===== config.mk =====
export PLATFORM = sky130hd
export DESIGN_NAME = axi_rd_rr_arbiter
export DESIGN_NICKNAME = d
export VERILOG_FILES = /design/src/rtl/axi_rd_rr_arbiter.sv
export SDC_FILE = /design/constraint.sdc
export NUM_CORES = 1
export LEC_CHECK = 0
export CORE_MARGIN = 5
export CORE_UTILIZATION = 19
export DETAILED_ROUTE_END_ITERATION = 6
export GPL_TIMING_DRIVEN = 0
export PLACE_DENSITY = 0.87
export SYNTH_ARGS = -nofsm -noshare
export SYNTH_HDL_FRONTEND = slang
export SYNTH_SLANG_ARGS = --single-unit

===== constraint.sdc =====
create_clock -name clk -period 1.6 [get_ports clk]
set_clock_uncertainty 0.1 [all_clocks]
set_input_delay 0.16 -clock clk [delete_from_list [all_inputs] [get_ports clk]]
set_output_delay 0.16 -clock clk [all_outputs]
set_load 0.05 [all_outputs]

===== src/rtl/axi_rd_rr_arbiter.sv =====
// axi_rd_rr_arbiter: round-robin share of one AXI4 read port, one burst in flight at a time
module axi_rd_rr_arbiter #(
  parameter int NUM_M = 2,
  parameter int AXI_ADDR_WIDTH = 21,
  parameter int AXI_DATA_WIDTH = 16,
  parameter int AXI_ID_WIDTH = 4
) (
  input  logic clk,
  input  logic rst,
  input  logic [NUM_M-1:0] s_axi_arvalid,
  input  logic [NUM_M-1:0][AXI_ID_WIDTH-1:0] s_axi_arid,
  input  logic [NUM_M-1:0][AXI_ADDR_WIDTH-1:0] s_axi_araddr,
  input  logic [NUM_M-1:0][7:0] s_axi_arlen,
  input  logic [NUM_M-1:0][2:0] s_axi_arsize,
  input  logic [NUM_M-1:0][1:0] s_axi_arburst,
  output logic [NUM_M-1:0] s_axi_arready,
  output logic [NUM_M-1:0] s_axi_rvalid,
  output logic [AXI_ID_WIDTH-1:0] s_axi_rid,
  output logic [AXI_DATA_WIDTH-1:0] s_axi_rdata,
  output logic [1:0] s_axi_rresp,
  output logic s_axi_rlast,
  input  logic [NUM_M-1:0] s_axi_rready,
  output logic m_axi_arvalid,
  output logic [AXI_ID_WIDTH-1:0] m_axi_arid,
  output logic [AXI_ADDR_WIDTH-1:0] m_axi_araddr,
  output logic [7:0] m_axi_arlen,
  output logic [2:0] m_axi_arsize,
  output logic [1:0] m_axi_arburst,
  input  logic m_axi_arready,
  input  logic m_axi_rvalid,
  input  logic [AXI_ID_WIDTH-1:0] m_axi_rid,
  input  logic [AXI_DATA_WIDTH-1:0] m_axi_rdata,
  input  logic [1:0] m_axi_rresp,
  input  logic m_axi_rlast,
  output logic m_axi_rready
);
  localparam int IW = NUM_M > 1 ? $clog2(NUM_M) : 1;
  localparam logic [IW:0] NM = (IW+1)'(NUM_M);
  typedef enum logic [1:0] {IDLE, ADDR, DATA} state_t;
  state_t state;
  logic [IW-1:0] rr_ptr, grant_idx, pick;
  logic [IW:0] cand;
  // scan offsets high to low so the nearest requester after rr_ptr wins
  always_comb begin
    pick = rr_ptr;
    cand = '0;
    for (int i = NUM_M-1; i >= 0; i--) begin
      cand = {1'b0, rr_ptr} + (IW+1)'(i);
      cand = cand >= NM ? cand - NM : cand;
      pick = s_axi_arvalid[cand[IW-1:0]] ? cand[IW-1:0] : pick;
    end
  end
  always_ff @(posedge clk) begin
    if (rst) begin
      state <= IDLE;
      rr_ptr <= '0;
      grant_idx <= '0;
    end else begin
      unique case (state)
        IDLE: if (|s_axi_arvalid) begin
          grant_idx <= pick;
          state <= ADDR;
        end
        ADDR: if (m_axi_arready) state <= DATA;
        DATA: if (m_axi_rvalid && m_axi_rready && m_axi_rlast) begin
          state <= IDLE;
          rr_ptr <= grant_idx == IW'(NUM_M-1) ? '0 : grant_idx + 1'b1;
        end
        default: state <= IDLE;
      endcase
    end
  end
  assign m_axi_arvalid = state == ADDR;
  assign m_axi_arid = s_axi_arid[grant_idx];
  assign m_axi_araddr = s_axi_araddr[grant_idx];
  assign m_axi_arlen = s_axi_arlen[grant_idx];
  assign m_axi_arsize = s_axi_arsize[grant_idx];
  assign m_axi_arburst = s_axi_arburst[grant_idx];
  assign s_axi_arready = (state == ADDR && m_axi_arready) ? NUM_M'(1) << grant_idx : '0;
  assign s_axi_rvalid = (state == DATA && m_axi_rvalid) ? NUM_M'(1) << grant_idx : '0;
  assign m_axi_rready = state == DATA && s_axi_rready[grant_idx];
  assign s_axi_rid = m_axi_rid;
  assign s_axi_rdata = m_axi_rdata;
  assign s_axi_rresp = m_axi_rresp;
  assign s_axi_rlast = m_axi_rlast;
endmodule


# Word-level counts from Yosys, hierarchy flattened
# Index checks and enable logic that the tools add are counted.
op_classes:
  eq_ne: 5
  reduce_logical: 10
  order_cmp: 5
  n_shift: 1
  muxes: 27
  addsub: 4
op_table:
  columns: ["op", "n"]
  rows:
  - ["$mux W21", 2]
  - ["$mux W8", 2]
  - ["$mux W2", 7]
  - ["$mux W1", 11]
  - ["$mux W4", 2]
  - ["$lt A1 B2 Y1 const B", 3]
  - ["$mux W3", 2]
  - ["$pmux W2 S3", 1]
  - ["$logic_and A1 B1 Y1", 5]
  - ["$ne A2 B2 Y1 const B", 2]
  - ["$reduce_and A2 Y1", 2]
  - ["$reduce_and A3 Y1", 1]
  - ["$add A1 B1 Y2 const B", 1]
  - ["$eq A2 B1 Y1 const B", 1]
  - ["$eq A2 B2 Y1 const B", 1]
  - ["$ge A1 B2 Y1 const B", 1]
  - ["$ge A2 B2 Y1 const B", 1]
  - ["$logic_not A2 Y1", 1]
  - ["$ne A2 B1 Y1 const B", 1]
  - ["$reduce_or A2 Y1", 1]
  - ["$shl A1 B1 Y2 const A", 1]
  - ["$sub A1 B1 Y1 const B", 2]
  - ["$add A1 B1 Y1 const B", 1]
totals:
  word_cells: 55
  out_inout_bits: 67
  regBits: 4
  inputBits: 107

# Depth between registers and ports, before layout
# Gate-level depths: netlist of the first run.
logic_depth:
  depth_word: 7
  depth_mapped: 4
  depth_no_buf: 3

# Least setup slack after synthesis of the first run
# Ideal clock, no wire load.
synth_timing:
  path_kind: "register to output"
  startpoint: "register state[0]"
  endpoint: "output s_axi_arready[0]"
  path_buffers: 0
  t_arrival_ns: 1.990
  path_stages_with_launch: 4
  setup_slack_ns: -0.650
  required_ns: 1.340
  cell_sequence: "dfxtp_1 > nor2b_1 > nand2_1 > nor2_1"
synth_via:
  elab_chain_len: 3
synth_lines:
  columns: ["element", "line", "text"]
  rows:
  - ["start: declaration", "40", "state_t state;"]
  - ["start signal: assignment", "55", "state <= IDLE;"]
  - ["start signal: assignment", "62", "state <= ADDR;"]
  - ["start signal: assignment", "64", "ADDR: if (m_axi_arready) state <= DATA;"]
  - ["$eq A2 B1 Y1", null, null]
  - ["via m_axi_arvalid", "23", "output logic m_axi_arvalid,"]
  - ["$logic_and A1 B1 Y1", "79", "assign s_axi_arready = (state == ADDR && m_axi_arready) ? NUM_M'(1) << grant_idx : '0;"]
  - ["$mux W2", "79", null]
  - ["end: declaration", "16", "output logic [NUM_M-1:0] s_axi_arready,"]
# The timed path passes the listed nets, and every way through them passes these cells.

# Final worst setup path of the first run
layout_timing:
  startpoint: "register grant_idx"
  endpoint: "output m_axi_araddr[1]"
layout_via:
  elab_chain_len: 2
layout_lines:
  columns: ["element", "line", "text"]
  rows:
  - ["start: declaration", "41", "logic [IW-1:0] rr_ptr, grant_idx, pick;"]
  - ["start signal: assignment", "61", "grant_idx <= pick;"]
  - ["$mux W21 (not written as such) (2 in a row)", "75", "assign m_axi_araddr = s_axi_araddr[grant_idx];"]
  - ["end: declaration", "25", "output logic [AXI_ADDR_WIDTH-1:0] m_axi_araddr,"]
# No other way between the ends. The select of a mux whose other input is x is not followed.

==> results of run 1 <==
## registers in the layout (all words and copies together), names as in the netlist
| signal | flops |
|---|---|
| rr_ptr | 1 |
| grant_idx | 1 |
| state | 2 |
## critical path, delay by kind of cell, from the launching register on
kind | cells | cell delay, ns
buf+inv | 5 | 0.64
flops | 1 | 0.31
mux | 1 | 0.30
## metal layers
layer  track usage, %  part of all wire [%]
met4             4.02                   1.8
met1             14.2                    34
met3             6.56                    13
met5                0                     0
met2             28.9                    51
## power by group
| part | internal [mW] | switching [mW] |
|---|---|---|
| sequential | 0.107 | 0.00787 |
| combinational | 0.577 | 0.611 |
| clock | 0.160 | 0.0500 |
| total | 0.845 | 0.669 |
## area by class of cell
cell class | count | area (µm²) | area share [%]
well taps | 52 | 65.1 | 2.42
flip-flops and latches | 4 | 81.3 | 3.02
multi-input cells | 62 | 624 | 23.2
plain buffers | 28 | 244 | 9.07
clock buffers | 3 | 41.3 | 1.53
repair buffers | 161 | 1630 | 60.7
## cells by family after synthesis
logic type / synth area share (%)
buf+inv: 23.7
simple gates: 9.61
mux: 51.8
flops: 9.47
compound gates: 5.47
## cells in the final DEF, fill, tap and decap left out, types with 2 or more instances in the layout
master and n:
clkbuf_4 2, clkbuf_8 3, a21oi_1 3, nand2b_1 2, nor2_1 3, buf_4 29, nand2_1 3, buf_2 6
clkdlybuf4s50_1 106, buf_6 32, and3_1 2, mux2_4 9, mux2_2 29, dfxtp_1 3, buf_8 12
## stage by stage
step / area [µm²] / utilization [%] / power [mW] / setup TNS (ns)
global placement: 2430 / 56.3 / 1.19 / -17.99
floorplan: 856 / - / 0.747 / 0
global route: 2690 / 62.2 / 1.58 / -3.66
finish: 2690 / 62.2 / 1.51 / -2.00
CTS: 2580 / 59.8 / 1.48 / -3.05
detailed placement: 2430 / 56.3 / 1.20 / -18.20
## timing repair
action	CTS	global route
endpoints found under the setup margin	45	43
gates cloned	1	0
resized for setup	297	35
pin swaps	0	0
buffers inserted	5	4
endpoints found under the hold margin	0	0
## worst max path at each step
stage,start,to,slack (ns),cells past startpoint
6_report,grant_idx,m_axi_araddr[1],-0.12,6
5_1_grt,grant_idx,m_axi_arsize[1],-0.16,6
4_1_cts,grant_idx,m_axi_arsize[1],-0.16,6
3_5_place_dp,grant_idx,m_axi_arlen[1],-0.47,4
3_3_place_gp,grant_idx,m_axi_arsize[0],-0.47,4
2_1_floorplan,state[1],s_axi_rvalid[0],0.05,3
==> metrics, run 1 <==
worst slack at placement=-0.468 ns; I/O pins=174; Arr. time, crit path=1.46 ns; first-pass GRT wire length=slightly above 7000 µm; final cycle utilization of the critical path=108%; Worst Hold End=rr_ptr; number of enable flip-flop cells after synthesis=0; Distinct cells, synth=18; Die ar.=around 5900 µm²; TritonRoute pass-1 iters=5; routed len/inst=about 16 µm; #FFs+latches synth=4; # fillers=roughly 380; max-cap violations=0; vias in the first global route=about 1500; cts-stage hold buffer count=0; antenna violations before repair=0; CTS sink cnt=4; share of the synthesized area in the top cell type=about half; largest net degree at the start of global routing=11; maximum VDD drop=roughly 0.0004 V; Tightest Pin Transition=between 0.5 and 0.6 ns; Area Growth Syn to Fin=218%; Hold Path Class=flop to flop; r2r startpoint=grant_idx; Vias=1336; # nets final=~370; GR Util All Layers=15.0%; Longest Clk Path Bufs=2; ys flop type=dfxtp_1; async set-reset flop share out of synthesis=0%; global route overflow=0; Post-Synthesis Cells=94; post-synthesis sequential area ratio=roughly a tenth; Slew HR=~64%; placed insts=between 200 and 300; Tmin final=between 1.5 and 2 ns; crit path max fanout=4; vias per cell=between 4 and 5; synth cell count leaders=mux2_2, buf_4, buf_2, dfxtp_1, nor2_1; detailed placement HPWL=4110 µm; critical-path cell list=buf_6 -> buf_8 -> buf_6 -> buf_6 -> mux2_4 -> buf_8; CP Capture Type=primary output; Starting Density=between 15 and 20%; worst r2r dst=rr_ptr; Synth Area per Inst=approximately 9 µm²; cts bufs inserted=3; CTS tree=yes; DRT antenna net count=0; area of the core=4320 µm²; share of layout cells above drive strength 1=around half; reg-to-reg setup timing slack=roughly 0.17 ns; Total Wirelength=5020 µm; Ys Warns=0; mapped cell area=~850 µm²; Die Height=approximately 77 µm; drc violations=0; worst reg2reg path depth=4; Rows=24; gpl congestion=~0.73; hold path start=rr_ptr; setup ws final=-0.121 ns; final hold violation count=0; cell at the root of the clock tree=clkbuf_8; htree depth=1; most frequent CP cell=buf_6; crit-path max cell delay=a little over 0.3 ns; top-count cell post-synth=mux2_2; unrepaired setup endpoints after global routing=yes; Pleak=between 1 and 1.5 nW; hold slack final=roughly 0.37 ns; violated checks=setup timing; top post-synthesis cells by area=mux2_2, buf_4, dfxtp_1; max-slew violation count=0; status=complete, but fails checks; cell taking the most area after synthesis=mux2_2; Port Buffers=about 150; First DRT Iteration DRCs=8; Worst-Skew Late Latency=~0.21 ns; Slowest cell on crit path=dfxtp_2; Synth Net Count=roughly 200; n_diodes=0; Die Span X=76.7 µm; final setup fails=31; Reg clk slew, reported paths=~0.030 ns; hold depth=2; PD cells=about 560 nW/µm²; Setup CP Type=flop to primary output; Worst EP required=about 1.3 ns; Finished Layout Cells=310; fmax=between 500 and 600 MHz; crit start category=flop
No activity file was read; power rests on OpenSTA's default activity.
==> run 2: changes to the inputs <==
--- a/config.mk
+++ b/config.mk
@@ -5,11 +5,12 @@
 export SDC_FILE = /design/constraint.sdc
 export NUM_CORES = 1
 export LEC_CHECK = 0
-export CORE_MARGIN = 5
+export CORE_MARGIN = 2
 export CORE_UTILIZATION = 19
 export DETAILED_ROUTE_END_ITERATION = 6
 export GPL_TIMING_DRIVEN = 0
 export PLACE_DENSITY = 0.87
+export SKIP_CTS_REPAIR_TIMING = 1
 export SYNTH_ARGS = -nofsm -noshare
 export SYNTH_HDL_FRONTEND = slang
 export SYNTH_SLANG_ARGS = --single-unit
==> metrics, run 2 (same netlist as run 1, synthesis figures left out) <==
status=complete, but fails checks; violated checks=setup timing; Vias=between 1000 and 1500; CTS tree=yes; commonest cells after routing, fill and taps aside=clkdlybuf4s50_1, buf_4, buf_8, mux2_4; Reg power frac=~7.5%; Longest Clk Path Bufs=2; top layer in use=met4; clock network power share=between 10% and 20%; Die Height=70.7 µm; Placement Cell Area=between 2000 and 2500 µm²; Total Wirelength=~4700 µm; Tmin final=~1.7 ns; internal power=0.874 mW; Switching Fraction=about 44%; I/O pins=174; area of the core=approximately 4300 µm²; htree depth=1; commonest non-fill, non-tap cell in the layout=clkdlybuf4s50_1; crit start category=flop; hold depth=2; share of layout cells above drive strength 1=between 50% and 60%; TritonRoute pass-1 iters=2; vias in the first global route=between 1000 and 1500; Most flops, register=state; # nets final=between 300 and 400; placed insts=297; DRT antenna net count=0; Finished Layout Cells=about 310; register area=81.3 µm²; Met2 Routed Length=between 2000 and 2500 µm; drc violations=0; Area Growth Syn to Fin=231%; max-cap violations=0; Pleak=between 1 and 1.5 nW; routed len/inst=around 15 µm; worst slack at placement=-0.449 ns; reg-to-reg setup timing slack=roughly 0.070 ns; fin area=about 2800 µm²; met3 wire len=around 470 µm; Die Span X=just over 70 µm; Worst Hold End=rr_ptr; Tot Pwr=about 1.5 mW; largest net degree at the start of global routing=11; setup ws final=-0.134 ns; Tightest Pin Transition=around 0.51 ns; First DRT Iteration DRCs=3; final setup fails=34; largest registers=state x2, grant_idx x1, rr_ptr x1; antenna violations before repair=0; Comb power frac=roughly 79%; detailed placement HPWL=3510 µm; Multi-input gate area=672 µm²; PD cells=around 550 nW/µm²; final cycle utilization of the critical path=108%; final hold violation count=0; n_diodes=0; Reg clk slew, reported paths=roughly 0.03 ns; Setup CP Type=flop to primary output; DRT met1 WL=around 1700 µm; max reg flops=2; crit path max fanout=8; Arr. time, crit path=between 1 and 1.5 ns; fmax=577 MHz; Rows=24; vias per cell=about 4.3; max-slew violation count=0; # fillers=363; GR Util All Layers=between 10% and 20%; cts bufs inserted=3; Port Buffers=151; worst reg2reg path depth=5; Hold Path Class=flop to flop; cell at the root of the clock tree=clkbuf_8; Worst-Skew Late Latency=around 0.21 ns; global route overflow=0; CTS sink cnt=4; hold path start=rr_ptr; r2r startpoint=grant_idx; unrepaired setup endpoints after global routing=yes; Die ar.=approximately 5000 µm²; first-pass GRT wire length=approximately 5700 µm; gpl congestion=between 0.6 and 0.7; CP Capture Type=primary output; maximum VDD drop=roughly 0.00028 V; Slew HR=around 66%; Net Switching=approximately 0.67 mW; Starting Density=between 10% and 20%; Worst EP required=approximately 1.3 ns; worst r2r dst=rr_ptr
run 2: critical path, cell delays in order, from the launching register on:
cell       delay [ns]
dfxtp_2          0.31
buf_8            0.13
buf_6            0.12
clkbuf_16        0.15
buf_6            0.11
mux2_4           0.30
buf_8            0.15
run 2: per-stage QoR:
stage               setup TNS, ns  hold WS, ns  util (%)
finish                      -1.44        0.379      64.7
global route                -2.67        0.399      64.7
CTS                        -27.57        0.387      57.2
detailed placement         -17.72        0.383      56.3
global placement           -17.57        0.355      56.3
floorplan                       0        0.129         -
run 2: power groups by stage:
stage | Sequential [mW] | Clock, mW | Combinational [mW]
2_1_floorplan | 0.114 | 0 | 0.634
3_3_place_gp | 0.115 | 0 | 1.07
3_5_place_dp | 0.115 | 0 | 1.07
4_1_cts | 0.114 | 0.210 | 1.08
5_1_grt | 0.117 | 0.216 | 1.27
6_report | 0.115 | 0.207 | 1.23
run 2: final cells by class:
cell class | instances | area share [%]
Sequential cell | 4 | 2.91
Tap cell | 52 | 2.33
Clock buffer | 3 | 1.48
Buffer | 28 | 8.59
Timing Repair Buffer | 164 | 60.7
Multi-Input combinational cell | 62 | 24.0
run 2: worst max path at each step:
stage                    from                to  depth (start not counted)
finish              grant_idx   m_axi_araddr[4]                          6
global route        grant_idx   m_axi_araddr[4]                          6
CTS                 grant_idx  m_axi_araddr[16]                          4
detailed placement  grant_idx  m_axi_araddr[16]                          4
global placement    grant_idx   m_axi_araddr[5]                          4
floorplan            state[1]   s_axi_rvalid[0]                          3
run 2: per-layer routing:
metal / GRT usage [%] / vias to the layer above
li1: - / 645
met1: 14.8 / 594
met2: 26.1 / 98
met3: 4.84 / 8
met4: 5.03 / 0
met5: 0 / -
